**src/rtl/seg_decode_pkg.sv**
```systemverilog
// Segment-pattern and ASCII constants plus the pattern-to-character decoder
// shared by the 7-segment message capture stage.
package seg_decode_pkg;

  typedef struct packed {
    logic dp;
    logic g;
    logic f;
    logic e;
    logic d;
    logic c;
    logic b;
    logic a;
  } seg_t;

  typedef struct packed {
    logic       known;
    logic [7:0] ch;
  } decode_t;

  localparam logic [6:0] PAT_H = 7'h76;
  localparam logic [6:0] PAT_E = 7'h79;
  localparam logic [6:0] PAT_L = 7'h38;
  localparam logic [6:0] PAT_O = 7'h3F;
  localparam logic [6:0] PAT_P = 7'h73;
  localparam logic [6:0] PAT_R = 7'h50;
  localparam logic [6:0] PAT_G = 7'h3D;
  localparam logic [6:0] PAT_1 = 7'h06;
  localparam logic [6:0] PAT_2 = 7'h5B;
  localparam logic [6:0] PAT_3 = 7'h4F;
  localparam logic [6:0] PAT_4 = 7'h66;
  localparam logic [6:0] PAT_5 = 7'h6D;
  localparam logic [6:0] PAT_6 = 7'h7D;
  localparam logic [6:0] PAT_7 = 7'h07;
  localparam logic [6:0] PAT_8 = 7'h7F;
  localparam logic [6:0] PAT_9 = 7'h6F;

  localparam logic [7:0] CH_H = 8'h48;
  localparam logic [7:0] CH_E = 8'h45;
  localparam logic [7:0] CH_L = 8'h4C;
  localparam logic [7:0] CH_O = 8'h4F;
  localparam logic [7:0] CH_P = 8'h50;
  localparam logic [7:0] CH_R = 8'h52;
  localparam logic [7:0] CH_G = 8'h47;
  localparam logic [7:0] CH_1 = 8'h31;
  localparam logic [7:0] CH_2 = 8'h32;
  localparam logic [7:0] CH_3 = 8'h33;
  localparam logic [7:0] CH_4 = 8'h34;
  localparam logic [7:0] CH_5 = 8'h35;
  localparam logic [7:0] CH_6 = 8'h36;
  localparam logic [7:0] CH_7 = 8'h37;
  localparam logic [7:0] CH_8 = 8'h38;
  localparam logic [7:0] CH_9 = 8'h39;

  localparam logic [7:0] BLANK        = 8'h00;
  localparam logic [7:0] UNKNOWN_CHAR = 8'h3F;

  // 0x3F is deliberately 'O': the message set never shows a zero digit.
  function automatic decode_t seg_to_ascii(input logic [6:0] seg);
    decode_t r;
    r.known = 1'b1;
    case (seg)
      PAT_H:   r.ch = CH_H;
      PAT_E:   r.ch = CH_E;
      PAT_L:   r.ch = CH_L;
      PAT_O:   r.ch = CH_O;
      PAT_P:   r.ch = CH_P;
      PAT_R:   r.ch = CH_R;
      PAT_G:   r.ch = CH_G;
      PAT_1:   r.ch = CH_1;
      PAT_2:   r.ch = CH_2;
      PAT_3:   r.ch = CH_3;
      PAT_4:   r.ch = CH_4;
      PAT_5:   r.ch = CH_5;
      PAT_6:   r.ch = CH_6;
      PAT_7:   r.ch = CH_7;
      PAT_8:   r.ch = CH_8;
      PAT_9:   r.ch = CH_9;
      default: begin
        r.known = 1'b0;
        r.ch    = UNKNOWN_CHAR;
      end
    endcase
    return r;
  endfunction

endpackage

```
**src/rtl/seg_msg_capture_if.sv**
```systemverilog
// Segment input plus decoded-character valid/ready port of the capture stage.
interface seg_msg_capture_if #(
  parameter int DEPTH = 8
);
  localparam int CW = $clog2(DEPTH) + 1;

  logic [7:0]    seg_in;
  logic          out_valid;
  logic          out_ready;
  logic [7:0]    out_char;
  logic          out_dp;
  logic [CW-1:0] count;
  logic          unknown;
  logic          overflow;

  modport master (
    output seg_in, out_ready,
    input  out_valid, out_char, out_dp, count, unknown, overflow
  );

  modport slave (
    input  seg_in, out_ready,
    output out_valid, out_char, out_dp, count, unknown, overflow
  );
endinterface

```
**src/rtl/sync_fifo.sv**
```systemverilog
// Single-clock FIFO: push/full write side, valid/ready read side, occupancy count.
module sync_fifo #(
  parameter int WIDTH = 9,
  parameter int DEPTH = 8
) (
  input  logic                     clk,
  input  logic                     reset,
  input  logic                     wr_valid,
  input  logic [WIDTH-1:0]         wr_data,
  output logic                     full,
  output logic                     rd_valid,
  input  logic                     rd_ready,
  output logic [WIDTH-1:0]         rd_data,
  output logic [$clog2(DEPTH):0]   count
);
  localparam int AW = $clog2(DEPTH);
  localparam int CW = AW + 1;

  logic [WIDTH-1:0] mem_q [DEPTH];
  logic [WIDTH-1:0] mem_d [DEPTH];
  logic [AW-1:0]    wr_ptr_q, wr_ptr_d;
  logic [AW-1:0]    rd_ptr_q, rd_ptr_d;
  logic [CW-1:0]    count_q, count_d;
  logic             do_push, do_pop;

  assign full     = (count_q == CW'(DEPTH));
  assign rd_valid = (count_q != '0);
  assign rd_data  = mem_q[rd_ptr_q];
  assign count    = count_q;

  // A full FIFO still takes a write when the head leaves on the same edge.
  assign do_pop  = rd_valid && rd_ready;
  assign do_push = wr_valid && (!full || do_pop);

  always_comb begin
    mem_d    = mem_q;
    wr_ptr_d = wr_ptr_q;
    rd_ptr_d = rd_ptr_q;
    count_d  = count_q;
    if (do_push) begin
      mem_d[wr_ptr_q] = wr_data;
      wr_ptr_d        = wr_ptr_q + AW'(1);
    end
    if (do_pop) begin
      rd_ptr_d = rd_ptr_q + AW'(1);
    end
    case ({do_push, do_pop})
      2'b10:   count_d = count_q + CW'(1);
      2'b01:   count_d = count_q - CW'(1);
      default: count_d = count_q;
    endcase
  end

  always_ff @(posedge clk) begin
    if (reset) begin
      mem_q    <= '{default: '0};
      wr_ptr_q <= '0;
      rd_ptr_q <= '0;
      count_q  <= '0;
    end else begin
      mem_q    <= mem_d;
      wr_ptr_q <= wr_ptr_d;
      rd_ptr_q <= rd_ptr_d;
      count_q  <= count_d;
    end
  end

endmodule

```
**src/rtl/seg_msg_capture.sv**
```systemverilog
// Captures stable 7-segment patterns, decodes them to ASCII and queues the
// characters; blank patterns act as separators so repeated letters survive.
module seg_msg_capture
  import seg_decode_pkg::*;
#(
  parameter int STABLE_CYCLES = 4,
  parameter int DEPTH         = 8
) (
  input  logic              clk,
  input  logic              reset,
  seg_msg_capture_if.slave  bus
);
  localparam int         CW     = $clog2(DEPTH) + 1;
  localparam logic [7:0] SC_MAX = 8'(STABLE_CYCLES);

  seg_t          s_q, s_d;
  seg_t          last_q, last_d;
  logic [7:0]    sc_q, sc_d;
  logic          unknown_q, unknown_d;
  logic          overflow_q, overflow_d;

  logic          accept, blank, push_req, do_pop;
  decode_t       dec;
  logic          fifo_full, fifo_valid;
  logic [8:0]    fifo_rd_data;
  logic [CW-1:0] fifo_count;

  // Accept fires only on the edge the count first saturates, so a held
  // pattern is taken once per stable period.
  always_comb begin
    s_d  = seg_t'(bus.seg_in);
    sc_d = sc_q;
    if (s_d != s_q) begin
      sc_d = 8'd1;
    end else if (sc_q != SC_MAX) begin
      sc_d = sc_q + 8'd1;
    end

    accept   = (sc_q != SC_MAX) && (sc_d == SC_MAX) && (s_q != last_q);
    blank    = (s_q[6:0] == BLANK[6:0]);
    dec      = seg_to_ascii(s_q[6:0]);
    push_req = accept && !blank;
    do_pop   = fifo_valid && bus.out_ready;

    last_d     = accept ? s_q : last_q;
    unknown_d  = unknown_q | (push_req && !dec.known);
    overflow_d = overflow_q | (push_req && fifo_full && !do_pop);
  end

  always_ff @(posedge clk) begin
    if (reset) begin
      s_q        <= '0;
      sc_q       <= '0;
      last_q     <= '0;
      unknown_q  <= 1'b0;
      overflow_q <= 1'b0;
    end else begin
      s_q        <= s_d;
      sc_q       <= sc_d;
      last_q     <= last_d;
      unknown_q  <= unknown_d;
      overflow_q <= overflow_d;
    end
  end

  sync_fifo #(
    .WIDTH (9),
    .DEPTH (DEPTH)
  ) u_fifo (
    .clk      (clk),
    .reset    (reset),
    .wr_valid (push_req),
    .wr_data  ({s_q.dp, dec.ch}),
    .full     (fifo_full),
    .rd_valid (fifo_valid),
    .rd_ready (bus.out_ready),
    .rd_data  (fifo_rd_data),
    .count    (fifo_count)
  );

  assign bus.out_valid = fifo_valid;
  assign bus.out_char  = fifo_valid ? fifo_rd_data[7:0] : '0;
  assign bus.out_dp    = fifo_valid ? fifo_rd_data[8] : 1'b0;
  assign bus.count     = fifo_count;
  assign bus.unknown   = unknown_q;
  assign bus.overflow  = overflow_q;

endmodule

```
**src/flat_wrapper.sv**
```systemverilog
// flat-port wrapper written by rule: the top's interface ports become plain ports
module seg_msg_capture_flat import seg_decode_pkg::*;
#(
  parameter int STABLE_CYCLES = 4,
  parameter int DEPTH         = 8
)
  (clk, reset, bus_seg_in, bus_out_ready, bus_out_valid, bus_out_char, bus_out_dp, bus_count, bus_unknown, bus_overflow);
  seg_msg_capture_if #(.DEPTH(DEPTH)) bus_i ();
  input  logic clk;
  input  logic reset;
  input wire logic [$bits(bus_i.seg_in)-1:0] bus_seg_in;
  input wire logic [$bits(bus_i.out_ready)-1:0] bus_out_ready;
  output wire logic [$bits(bus_i.out_valid)-1:0] bus_out_valid;
  output wire logic [$bits(bus_i.out_char)-1:0] bus_out_char;
  output wire logic [$bits(bus_i.out_dp)-1:0] bus_out_dp;
  output wire logic [$bits(bus_i.count)-1:0] bus_count;
  output wire logic [$bits(bus_i.unknown)-1:0] bus_unknown;
  output wire logic [$bits(bus_i.overflow)-1:0] bus_overflow;
  assign bus_i.seg_in = bus_seg_in;
  assign bus_i.out_ready = bus_out_ready;
  assign bus_out_valid = bus_i.out_valid;
  assign bus_out_char = bus_i.out_char;
  assign bus_out_dp = bus_i.out_dp;
  assign bus_count = bus_i.count;
  assign bus_unknown = bus_i.unknown;
  assign bus_overflow = bus_i.overflow;
  seg_msg_capture #(.STABLE_CYCLES(STABLE_CYCLES), .DEPTH(DEPTH)) u_core (.clk(clk), .reset(reset), .bus(bus_i));
endmodule
```
**config.mk**
```make
export PLATFORM = sky130hd
export DESIGN_NAME = seg_msg_capture_flat
export DESIGN_NICKNAME = d
export VERILOG_FILES = /design/src/rtl/seg_decode_pkg.sv /design/src/rtl/seg_msg_capture_if.sv /design/src/rtl/sync_fifo.sv /design/src/rtl/seg_msg_capture.sv /design/src/flat_wrapper.sv
export SDC_FILE = /design/constraint.sdc
export NUM_CORES = 1
export LEC_CHECK = 0
export BUFFER_PORTS_ARGS = -buffer_cell sky130_fd_sc_hd__buf_2
export CAP_MARGIN = 5
export CELL_PAD_IN_SITES_DETAIL_PLACEMENT = 0
export CELL_PAD_IN_SITES_GLOBAL_PLACEMENT = 1
export CORE_UTILIZATION = 48
export DETAILED_ROUTE_END_ITERATION = 12
export PLACE_DENSITY = 0.82
export SLEW_MARGIN = 15
export SYNTH_ARGS = -nofsm -noshare
export SYNTH_HDL_FRONTEND = slang
export SYNTH_SLANG_ARGS = --single-unit
```
**constraint.sdc**
```tcl
create_clock -name clk -period 4.1 [get_ports clk]
set_input_delay 0.205 -clock clk [delete_from_list [all_inputs] [get_ports clk]]
set_output_delay 0.205 -clock clk [all_outputs]
set_load 0.005 [all_outputs]
```
Word-level counts from Yosys, hierarchy flattened
Index checks and enable logic that the tools add are counted.
- output and inout port bits: 16
- register bits after elaboration: 108
- bitwise gates (word level): 4
- mux-type cells: 13
- $lt $le $gt $ge: 3
- equal/unequal tests: 23
- reductions and logical operators: 18
- add/sub/neg operators: 5
- operator list (kind ; number):
    case mux 7 bit (16 select lines) ; 1
    == test 7 bit, second input constant ; 11
    bitwise mux 72 bit ; 1
    binary-select mux 9 bit (select 3 bit) ; 1
    demux 9 bit (select 3 bit) ; 1
    two-way mux 9 bit ; 3
    two-way mux 8 bit ; 3
    == test 7 x 6 -> 1 bit, second input constant ; 3
    inequality test 8 bit ; 2
    OR reduction 16 bit ; 1
    == test 7 x 3 -> 1 bit, second input constant ; 2
    logical AND 1 bit ; 9
    adder 8 x 1 -> 8 bit, second input constant ; 1
    == test 8 x 3 -> 1 bit, second input constant ; 1
    greater-or-equal comparator 4 bit, second input constant ; 2
    inequality test 8 x 3 -> 1 bit, second input constant ; 1
    inverter 3 -> 4 bit ; 2
    case mux 4 bit (2 select lines) ; 1
    logical NOT 7 bit ; 1
    adder 3 x 1 -> 3 bit, second input constant ; 2
    adder 4 x 1 -> 4 bit, second input constant ; 1
    == test 4 bit, second input constant ; 1
    logical NOT 1 bit ; 4
    less-than comparator 4 x 1 -> 1 bit, second input constant ; 1
    other kinds (8) ; 10

Depth between registers and ports, before layout
Gate-level depths: netlist of the first run.
- word-level depth: 10
- gate-level depth with buffers: 15
- mapped depth without buffers: 14

Cells and area by module
From an unflattened synthesis of the first run, not the netlist that was laid out.
- cells, all modules: 574
- area, all modules: 5890.6 um^2
- modules (own cells, without submodules) (module ; area an instance (um^2) ; instances ; cells each):
    sync_fifo ; 3776.1 ; 1 ; 348
    seg_msg_capture ; 2114.5 ; 1 ; 226

Worst setup path before layout of the first run
No wires, ideal clock.
- kind: register -> register
- from: reg u_core.sc_q[0]
- to: reg u_core.u_fifo.count_q[3], in the netlist u_core.u_fifo.count[3]
- path buffers: 1
- arrival time: 3.126 ns
- cell stages (with the launch flop): 15
- clock period less this slack: 3.251 ns
- setup slack: 0.849 ns
- cells stage by stage: dfxtp_1 > inv_1 > ha_1 > nand2b_1 > or4_4 > buf_6 > a2111oi_4 > or2_2 > inv_1 > ha_1 > a21o_1 > a21oi_1 > o21ai_0 > a41oi_1 > nand3_1
- cells in the longest elaborated chain, start to end: 10
- ends and longest elaborated chain (element ; line ; source):
    from (decl) ; seg_msg_capture.sv:18 ; logic [7:0] sc_q, sc_d;
    from (signal assigned) ; seg_msg_capture.sv:53 ; sc_q <= '0;
    from (signal assigned) ; seg_msg_capture.sv:59 ; sc_q <= sc_d;
    adder 8 x 1 -> 8 bit / inequality test 8 x 3 -> 1 bit (equally long branches) ; seg_msg_capture.sv:36, seg_msg_capture.sv:35, seg_msg_capture.sv:39 ;
    two-way mux 8 bit ; seg_msg_capture.sv:35 ; end else if (sc_q != SC_MAX) begin
    two-way mux 8 bit ; seg_msg_capture.sv:33 ; if (s_d != s_q) begin
    == test 8 x 3 -> 1 bit ; seg_msg_capture.sv:39 ; accept = (sc_q != SC_MAX) && (sc_d == SC_MAX) && (s_q != last_q);
    logical AND 1 bit * (2 in series) ; seg_msg_capture.sv:39 ;
    logical AND 1 bit * ; seg_msg_capture.sv:42 ; push_req = accept && !blank;
    logical AND 1 bit * ; sync_fifo.sv:33 ; assign do_push = wr_valid && (!full || do_pop);
    == test 2 x 1 -> 1 bit / == test 2 bit (equally long branches) ; sync_fifo.sv:47 ; case ({do_push, do_pop})
    case mux 4 bit (2 select lines) / nonzero test 2 bit (equally long branches) ; -- ;
    to (signal assigned) ; sync_fifo.sv:64 ; count_q <= count_d;
    to (decl) ; sync_fifo.sv:23 ; logic [CW-1:0] count_q, count_d;
Every way passes the cells marked *; elsewhere a longest branch is shown, timed or not.
A chain may end at the register's enable or synchronous reset.

Worst setup path after layout of the first run
Same ends and word-level chain as after synthesis.

==> results of run 1 <==
[cell usage after synthesis (2+ instances only)]
| library cell | n |
|---|---|
| nor2_1 | 102 |
| dfxtp_1 | 100 |
| mux2i_1 | 73 |
| clkbuf_1 | 23 |
| nand3_1 | 17 |
| mux4_2 | 16 |
| xor2_1 | 16 |
| a21oi_1 | 14 |
| buf_4 | 13 |
| xnor2_1 | 13 |
| nor2b_1 | 11 |
| nand2_1 | 10 |
| nor4_1 | 10 |
| inv_1 | 8 |
| o21a_1 | 8 |
| buf_2 | 7 |
| ha_1 | 6 |
| nor3_1 | 6 |
| and3_1 | 5 |
| nand2b_1 | 5 |
| nand4_1 | 5 |
| o21ai_0 | 5 |
| or3_1 | 5 |
| a31oi_1 | 4 |
| buf_1 | 4 |
| mux2_4 | 4 |
| nand4b_1 | 4 |
| nand3b_1 | 3 |
| o2111ai_1 | 3 |
| or4b_2 | 3 |
| a211oi_1 | 2 |
| a41oi_1 | 2 |
| buf_6 | 2 |
| nor4_2 | 2 |
| o211ai_1 | 2 |
[routing by layer]
metal	share of wire (%)	vias to the layer above	track usage [%]
li1	-	1911	-
met1	47	1882	28.5
met2	49	62	36.9
met3	3.2	8	3.68
met4	0.82	0	6.55
met5	0	-	0
[state kept, by name, summed over array words and instances (netlist names)]
name	cells
u_core.bus.overflow	1
u_core.bus.unknown	1
u_core.last_q	8
u_core.s_q	8
u_core.sc_q	8
u_core.u_fifo.count	4
u_core.u_fifo.mem_q	64
u_core.u_fifo.rd_ptr_q	3
u_core.u_fifo.wr_ptr_q	3
[logic make-up (layout without fill, tap and decap cells)]
logic type               after synthesis  in the layout  share of synthesized area, %
XOR/XNOR                              29             29                          4.89
AO/OA/AOI/OAI                         50             50                          6.89
AND/OR/NAND/NOR                      200            200                          19.9
multiplexers                          94             94                          22.4
flip-flops                           100            100                          38.5
adder cells (fa/ha/maj)                7              7                          1.83
buffers and inverters                 57             68                          5.52
other                                  1              1                        0.0722
[stage by stage]
stage | cells | util [%] | power (µW) | hold slack [ns] | cell area [µm²]
after floorplan | 538 | - | 1330 | 0.333 | 5190
after global placement | 669 | 52.1 | 1450 | 0.440 | 5430
after detailed placement | 669 | 52.1 | 1460 | 0.453 | 5430
after CTS | 685 | 53.9 | 2070 | 0.0597 | 5620
after global routing | 685 | 53.9 | 2150 | 0.0554 | 5620
final | 685 | 53.9 | 2050 | 0.0701 | 5620
[worst max-delay path by stage]
| stage | startpoint | endpoint | slack [ns] | cells after the start |
|---|---|---|---|---|
| finish | u_core.sc_q[0]$_SDFF_PP0_ | u_core.u_fifo.count[3]$_SDFFE_PP0P_ | 0.45 | 13 |
| floorplan | u_core.sc_q[0]$_SDFF_PP0_ | u_core.u_fifo.count[3]$_SDFFE_PP0P_ | 0.85 | 14 |
| CTS | u_core.sc_q[0]$_SDFF_PP0_ | u_core.u_fifo.count[3]$_SDFFE_PP0P_ | 0.49 | 13 |
| global placement | u_core.sc_q[0]$_SDFF_PP0_ | u_core.u_fifo.count[3]$_SDFFE_PP0P_ | 0.67 | 13 |
| global route | u_core.sc_q[0]$_SDFF_PP0_ | u_core.u_fifo.count[3]$_SDFFE_PP0P_ | 0.21 | 13 |
| detailed placement | u_core.sc_q[0]$_SDFF_PP0_ | u_core.u_fifo.count[3]$_SDFFE_PP0P_ | 0.51 | 13 |
[critical path: stages (launching register included)]
cell and delay, ns:
dfxtp_1 0.43, inv_1 0.06, ha_1 0.31, nand2b_1 0.16
or4_4 0.61, a2111oi_4 0.48, or2_2 0.22, inv_1 0.06
ha_1 0.28, a21o_1 0.19, a21oi_1 0.31, o21ai_0 0.14
a41oi_1 0.19, nand3_1 0.10
[area by class of cell]
class                   instances  area [µm²]
clock buffers                   9         124
clock inverters                 7        67.6
fillers                       991        4800
inverters                       8        30.0
multi-input cells             381        2960
flip-flops and latches        100        2000
well taps                     136         170
repair buffers                 44         268
[power breakdown]
group	switching (µW)	total [µW]	internal, µW	leakage [µW]
combinational	188	355	167	0.00102
clock	377	614	237	0.0000993
sequential	83.1	1080	993	0.000808
==> impl_metrics.yaml, run 1 <==
outcome:
  status: "finished clean"
grt:
  grt_max_degree: 78
  overflow: 0
  grt_usage_pct: 21.8
  antenna_found_initial: 0
  grt_pass1_vias: 3740
  grt_pass1_wl_um: 19200
layout:
  fin_nets: 562
  syn2layout_area_growth_pct: 8.17
  layout-drive-gt1-share_pct: 18.8
  final_cell_mix: "102 x nor2_1, 99 x dfxtp_1, 73 x mux2i_1, 25 x buf_2, 19 x buf_4"
  n_antenna_cell: 0
  final_common_cell: "nor2_1"
synth:
  async_flop_share_pct: 0
  synth_ff_type: "dfxtp_1"
  synth.area.top_cells: "dfxtp_1 39%, mux2i_1 14%, nor2_1 7.4%, mux4_2 6.9%, xor2_1 2.7%"
  ys_ff_latch: 100
  synth_edf_count: 0
  ys_seq_area_share_pct: 38.5
  syn-num-nets: 556
  yosys_warnings: 0
  synthDistinctLibCells: 60
  mappedNetlistArea_um2: 5190
  syn_avg_cell_area_um2: 9.65
  syn_inst: 538
  synth_top_area_cell: "dfxtp_1"
  synth.top_cell.area_share_pct: 38.5
power:
  p_leak_uw: 0.00193
  ir_drop_uv: 216
  powerDensity_nw_per_um2: 364
critical_path:
  start_kind: "flop"
  arrival_ns: 3.90
  cp_data_required_time_ns: 4.35
  r2r_end: "u_core.u_fifo.count[3]$_SDFFE_PP0P_"
  critical_path.reg2reg.startpoint: "u_core.sc_q[0]$_SDFF_PP0_"
  reg2reg_depth: 13
  worstPathMaxFanout: 10
  critPathCaptureType: "flop"
  r2r_setup_slack_ns: 0.45
  setup.worst_path.class: "flop to flop"
cts:
  cts.reportedPaths.clkPinSlew_ns: 0.10
  h-tree-depth: 3
  cts_buffers: 9
  clk_latency_ns: 0.37
  cts_setup_buffers: 0
  cts_root_buf: "clkbuf_8"
  cts_tree: "done"
  clockBufferDepth: 2
  cts_sinks: 100
  cts_resized: 0
  cts_hold_buf: 0
routing:
  first_pass_iters: 6
  ant_nets: 0
  drtIter0Drc: 200
  viasPerCell: 5.64
  vias: 3863
  drt-total-wl_um: 11500
  route.detailed.drc: 0
  wl_per_cell_um: 16.8
timing:
  finalSetupTns_ns: 0
  slew_headroom_pct: 29.6
  setup_ws_ns: 0.453
  slew_viol_final: 0
  clock_skew_ns: 0.00995
  min_period_over_period_pct: 89.0
  hold_viol: 0
  worst_slew_pin_slew_ns: 1.05
  max_freq_mhz: 274
  period_needed_ns: 3.65
  grt_setup_unrepaired: "false"
  setup_viol_count_final: 0
placed_design:
  pre_cts_ws_ns: 0.510
  place.gp.congestion: 0.821
  io_buffers: 25
  hpwl_um: 7740
worst_hold_path:
  hp-class: "input pin to flop"
  min_to: "u_core.s_q[2]$_SDFF_PP0_"
  worstHoldPathCells: 2
  hp-start: "bus_seg_in[2]"
floorplan:
  pin_count: 27
  die_x_um: 106
  die_y_um: 106
  die-area_um2: 11200
  rows: 37
  core_area_um2: 10400
  initial_core_util_pct: 49.9
flow_run:
  max_cap_violations: 0
No activity file was read; power rests on OpenSTA's default activity.
==> run 2, diff against run 1 <==
--- a/config.mk
+++ b/config.mk
@@ -9,6 +9,7 @@
 export CAP_MARGIN = 5
 export CELL_PAD_IN_SITES_DETAIL_PLACEMENT = 0
 export CELL_PAD_IN_SITES_GLOBAL_PLACEMENT = 1
+export CORE_MARGIN = 10
 export CORE_UTILIZATION = 48
 export DETAILED_ROUTE_END_ITERATION = 12
 export PLACE_DENSITY = 0.82
==> run 2 against run 1 <==
Fmax decreased by 0.49%. Critical path depth stayed put. Clock power down 5.5%. Highest routed layer unchanged. Die area up 37%. First-iteration DRC count is 14% higher. Largest power group unchanged. Non-clock buffer count is 1 higher. Register-to-register slack lost 0.02 ns. Final cell count increased by 0.15%. Clock skew up 0.00055 ns. Via count decreased by 0.31%.
==> impl_metrics.yaml, run 2 (synthesis results as in run 1) <==
critical_path:
  arrival_ns: 3.91
  critPathSlowestCell: "or4_4"
  worstPathMaxFanout: 10
  cp_data_required_time_ns: 4.35
  path_cells: "inv_1 > ha_1 > nand2b_1 > or4_4 > a2111oi_4 > or2_2 > inv_1 > ha_1 > a21o_1 > a21oi_1 > o21ai_0 > a41oi_1 > nand3_1"
  critical_path.reg2reg.startpoint: "u_core.sc_q[0]$_SDFF_PP0_"
  crit_family: "compound AO/OA/AOI/OAI gates"
  r2r_setup_slack_ns: 0.43
  cp-startpoint: "u_core.sc_q[0]$_SDFF_PP0_"
  slowest_delay_ns: 0.61
  critPathBufInv: 2
  reg2reg_depth: 13
  setup.worst_path.class: "flop to flop"
  critPathCaptureType: "flop"
  start_kind: "flop"
  r2r_end: "u_core.u_fifo.count[3]$_SDFFE_PP0P_"
placed_design:
  dpl_cell_area_um2: 5430
  pre_cts_ws_ns: 0.537
  hpwl_um: 7870
  place.gp.congestion: 0.790
  io_buffers: 25
worst_hold_path:
  hp-start: "bus_seg_in[6]"
  worstHoldPathCells: 2
  hp-class: "input pin to flop"
  min_to: "u_core.s_q[6]$_SDFF_PP0_"
routing:
  wl_per_cell_um: 16.6
  drt-total-wl_um: 11400
  vias: 3851
  ant_nets: 0
  viasPerCell: 5.61
  route.detailed.drc: 0
  first_pass_iters: 4
  drtIter0Drc: 227
cts:
  cts_setup_buffers: 0
  cts_resized: 0
  clk_latency_ns: 0.37
  h-tree-depth: 3
  cts_buffers: 9
  cts_root_buf: "clkbuf_8"
  cts.reportedPaths.clkPinSlew_ns: 0.10
  cts_tree: "done"
  cts_hold_buf: 0
  clockBufferDepth: 2
  cts_sinks: 100
power:
  powerDensity_nw_per_um2: 358
  p_leak_uw: 0.00191
  ir_drop_uv: 247
grt:
  antenna_found_initial: 0
  grt_usage_pct: 15.8
  grt_pass1_vias: 3722
  grt_max_degree: 79
  grt_pass1_wl_um: 19300
  overflow: 0
layout:
  final_util_pct: 53.9
  final.fill_count: 934
  final_cell_mix: "102 x nor2_1, 100 x dfxtp_1, 73 x mux2i_1, 25 x buf_2, 20 x buf_4"
  fin_nets: 563
  syn2layout_area_growth_pct: 8.02
  layout-drive-gt1-share_pct: 18.4
  post-route-cell-area_um2: 5610
  largest_reg_flops: 64
  n_antenna_cell: 0
  final_common_cell: "nor2_1"
  largest-register: "u_core.u_fifo.mem_q"
floorplan:
  die-area_um2: 15400
  die_y_um: 124
  core_area_um2: 10400
  initial_core_util_pct: 49.9
  pin_count: 27
  die_x_um: 124
  rows: 37
outcome:
  status: "finished clean"
timing:
  setup_ws_ns: 0.435
  grt_setup_unrepaired: "false"
  period_needed_ns: 3.67
  slew_viol_final: 0
  worst_slew_pin_slew_ns: 1.04
  finalSetupTns_ns: 0
  setup_viol_count_final: 0
  clock_skew_ns: 0.0105
  max_freq_mhz: 273
  hold_viol: 0
  slew_headroom_pct: 30.1
  min_period_over_period_pct: 89.4
flow_run:
  max_cap_violations: 0
run 2: changes by cell type in the layout (fill, tap and decap cells not counted), sizes merged:
cell	before	now
clkbuf	9	12
buf	44	45
inv	12	9
clkinv	3	1
clkinvlp	0	2
run 2: metal layers:
metal	wire, µm	track usage, %
met1	5200	19.8
met2	5580	26.8
met3	445	3.21
met4	161	4.75
met5	0	0
run 2: worst max path at each step:
stage | endpoint | slack [ns] | depth (start not counted)
4_1_cts | u_core.u_fifo.count[3]$_SDFFE_PP0P_ | 0.53 | 12
3_3_place_gp | u_core.u_fifo.count[3]$_SDFFE_PP0P_ | 0.66 | 12
3_5_place_dp | u_core.u_fifo.count[3]$_SDFFE_PP0P_ | 0.54 | 13
6_report | u_core.u_fifo.count[3]$_SDFFE_PP0P_ | 0.43 | 13
2_1_floorplan | u_core.u_fifo.count[3]$_SDFFE_PP0P_ | 0.85 | 14
5_1_grt | u_core.u_fifo.count[3]$_SDFFE_PP0P_ | 0.18 | 12
run 2: worst reg2reg max path, stage by stage (launching register included):
cell and delay (ns):
dfxtp_1 0.42, inv_1 0.06, ha_1 0.30, nand2b_1 0.16, or4_4 0.61, a2111oi_4 0.47, or2_2 0.22, inv_1 0.07
ha_1 0.26, a21o_1 0.18, a21oi_1 0.33, o21ai_0 0.17, a41oi_1 0.22, nand3_1 0.10
run 2: area by class of cell:
cell class / instances / area [µm²] / area share [%]
multi-input cells: 381 / 2960 / 52.7
flip-flops and latches: 100 / 2000 / 35.7
repair buffers: 45 / 275 / 4.91
well taps: 136 / 170 / 3.03
clock buffers: 12 / 145 / 2.59
clock inverters: 4 / 32.5 / 0.580
inverters: 8 / 30.0 / 0.535
run 2: power by group:
group,total (µW),internal [µW],switching [µW]
registers,1020,992,33.0
logic,404,167,237
clock network,580,241,339
run 2: metrics by stage:
stage / cells / hold WS (ns) / total power, µW
2_1_floorplan: 538 / 0.333 / 1330
3_3_place_gp: 670 / 0.444 / 1450
3_5_place_dp: 670 / 0.451 / 1460
4_1_cts: 686 / 0.0637 / 2030
5_1_grt: 686 / 0.0717 / 2120
6_report: 686 / 0.0745 / 2010
==> run 3, diff against run 2 <==
--- a/config.mk
+++ b/config.mk
@@ -5,12 +5,13 @@
 export SDC_FILE = /design/constraint.sdc
 export NUM_CORES = 1
 export LEC_CHECK = 0
+export ABC_AREA = 1
 export BUFFER_PORTS_ARGS = -buffer_cell sky130_fd_sc_hd__buf_2
 export CAP_MARGIN = 5
 export CELL_PAD_IN_SITES_DETAIL_PLACEMENT = 0
 export CELL_PAD_IN_SITES_GLOBAL_PLACEMENT = 1
 export CORE_MARGIN = 10
-export CORE_UTILIZATION = 48
+export CORE_UTILIZATION = 44
 export DETAILED_ROUTE_END_ITERATION = 12
 export PLACE_DENSITY = 0.82
 export SLEW_MARGIN = 15
==> run 3 against run 2 <==
Worst hold slack hardly changed. Sequential share of layout area is 0.98 points lower. Synthesized area is 3.1% higher. Critical endpoint unchanged.
==> impl_metrics.yaml, run 3 <==
cts:
  clk_latency_ns: 0.35
  cts_resized: 0
  clockBufferDepth: 2
  cts_setup_buffers: 0
  h-tree-depth: 3
  cts_tree: "done"
  cts_root_buf: "clkbuf_16"
  cts_hold_buf: 0
  cts.reportedPaths.clkPinSlew_ns: 0.07
  cts_buffers: 9
  cts_sinks: 100
critical_path:
  setup.worst_path.class: "flop to flop"
  path_common_cell: "nand2_1"
  cp_data_required_time_ns: 4.34
  arrival_ns: 3.20
  path_cells: "inv_1 > nand2_1 > nand2_1 > nor2_1 > nand2_1 > nor2_1 > nand2_1 > inv_1 > nor2_4 > nand3_4 > nand2_1 > inv_1 > ha_1 > nand2_1 > nand2_1 > a31oi_1 > nand3_1 > nand2_1 > nand3_1 > nand2_1 > nor2_1"
  worstPathMaxFanout: 12
  start_kind: "flop"
  critPathSlowestCell: "dfxtp_1"
  critPathCaptureType: "flop"
  slowest_delay_ns: 0.57
floorplan:
  initial_core_util_pct: 44.8
  core_area_um2: 12000
  pin_count: 27
  die-area_um2: 17000
  rows: 40
  die_x_um: 130
  die_y_um: 130
routing:
  drtIter0Drc: 313
  ant_nets: 0
  route.detailed.drc: 0
  first_pass_iters: 4
  wl_per_cell_um: 13.3
  drt-total-wl_um: 13300
  vias: 4986
  viasPerCell: 4.98
synth:
  syn_inst: 844
  yosysMostFrequentCell: "nor2_1"
  synth_commonest_cells: "236 x nor2_1, 205 x nand2_1, 100 x dfxtp_1"
  synth_top_area_cell: "dfxtp_1"
  synth.area.top_cells: "dfxtp_1 37%, nor2_1 17%, nand2_1 14%, o21ai_0 7.0%, inv_1 4.3%"
  yosys_warnings: 0
  synth_edf_count: 0
  async_flop_share_pct: 0
  syn_avg_cell_area_um2: 6.34
  synthDistinctLibCells: 35
  mappedNetlistArea_um2: 5350
  ys_ff_latch: 100
  synth_ff_type: "dfxtp_1"
  syn-num-nets: 862
  ys_seq_area_share_pct: 37.4
  synth.top_cell.area_share_pct: 37.4
power:
  p_leak_uw: 0.00259
  ir_drop_uv: 193
  powerDensity_nw_per_um2: 449
  power.total_uw: 2590
grt:
  antenna_found_initial: 0
  grt_pass1_wl_um: 22200
  grt_pass1_vias: 4723
  grt_max_degree: 58
  grt_usage_pct: 16.4
  overflow: 0
timing:
  setup_viol_count_final: 0
  max_freq_mhz: 339
  worst_slew_pin_slew_ns: 0.988
  slew_viol_final: 0
  grt_setup_unrepaired: "false"
  setup_ws_ns: 1.15
  whs_ns: 0.0748
  clock_skew_ns: 0.00765
  hold_viol: 0
  min_period_over_period_pct: 72.0
  finalSetupTns_ns: 0
  slew_headroom_pct: 34.1
  period_needed_ns: 2.95
layout:
  final.fill_count: 1244
  syn2layout_area_growth_pct: 7.76
  largest_reg_flops: 64
  final_common_cell: "nor2_1"
  final_util_pct: 48.2
  final_cell_mix: "236 x nor2_1, 205 x nand2_1, 100 x dfxtp_1, 75 x o21ai_0, 62 x inv_1"
  n_antenna_cell: 0
  fin_nets: 869
  layout-drive-gt1-share_pct: 10.3
  largest-register: "u_core.u_fifo.mem_q"
placed_design:
  io_buffers: 25
  hpwl_um: 9190
  pre_cts_ws_ns: 1.16
  place.gp.congestion: 0.897
outcome:
  status: "finished clean"
flow_run:
  max_cap_violations: 0
worst_hold_path:
  hp-class: "input pin to flop"
-- run 3: changes by cell type after synthesis, moves of 15 or more --
cell and delta:
o21ai_0 +70, nor2_1 +134, xor2_1 -15, nand2_1 +195, mux2i_1 -73, inv_1 +54, inv_2 +17, mux4_2 -16
-- run 3: area by class of cell --
cell class	instances	area (µm²)	share of cell area (%)
inverters	80	300	5.20
flip-flops and latches	100	2000	34.7
clock buffers	11	253	4.38
clock inverters	4	25.0	0.434
well taps	147	184	3.19
multi-input cells	631	2850	49.4
repair buffers	29	155	2.69
-- run 3: layer usage --
metal / global-route usage [%] / share of wire, %
met1: 18.2 / 45
met5: 0 / 0
met3: 3.00 / 3.5
met2: 29.6 / 49
met4: 7.14 / 2.1
-- run 3: cell families after synthesis --
kind of cell	Yosys count	share of synthesized area (%)
buffers and inverters	113	9.37
and+or+nand+nor	504	39.4
AOI/OAI and AO/OA	114	11.2
adders and majority gates	7	1.78
other	1	0.0700
xor gates and xnor gates	5	0.818
DFF	100	37.4
-- run 3: worst paths after layout --
kind                                       from                                   to  slack (ns)  cells after the start
setup / recovery       u_core.s_q[7]$_SDFF_PP0_  u_core.u_fifo.count[3]$_SDFFE_PP0P_        1.15                     21
setup reg to reg       u_core.s_q[7]$_SDFF_PP0_  u_core.u_fifo.count[3]$_SDFFE_PP0P_        1.15                     21
hold reg to reg   u_core.bus.unknown$_SDFF_PP0_        u_core.bus.unknown$_SDFF_PP0_        0.46                      2
hold / removal                    bus_seg_in[1]             u_core.s_q[1]$_SDFF_PP0_        0.07                      3
-- run 3: where the power goes --
group | total [µW] | internal (µW) | switching, µW | leakage (µW)
registers | 1030 | 1000 | 33.7 | 0.000809
clock network | 819 | 440 | 380 | 0.000133
logic | 738 | 240 | 497 | 0.00165
-- run 3: stage by stage --
step	std cells	area (µm²)
6_report	1002	5770
2_1_floorplan	844	5350
5_1_grt	1002	5770
4_1_cts	1002	5770
3_3_place_gp	987	5490
3_5_place_dp	987	5490
-- run 3: critical path, delay by kind of cell (launching register included) --
kind            cells  cell delay (ns)
compound gates      1             0.18
fa+ha+maj           1             0.27
buf+inv             3             0.39
flops               1             0.57
simple gates       16             1.44
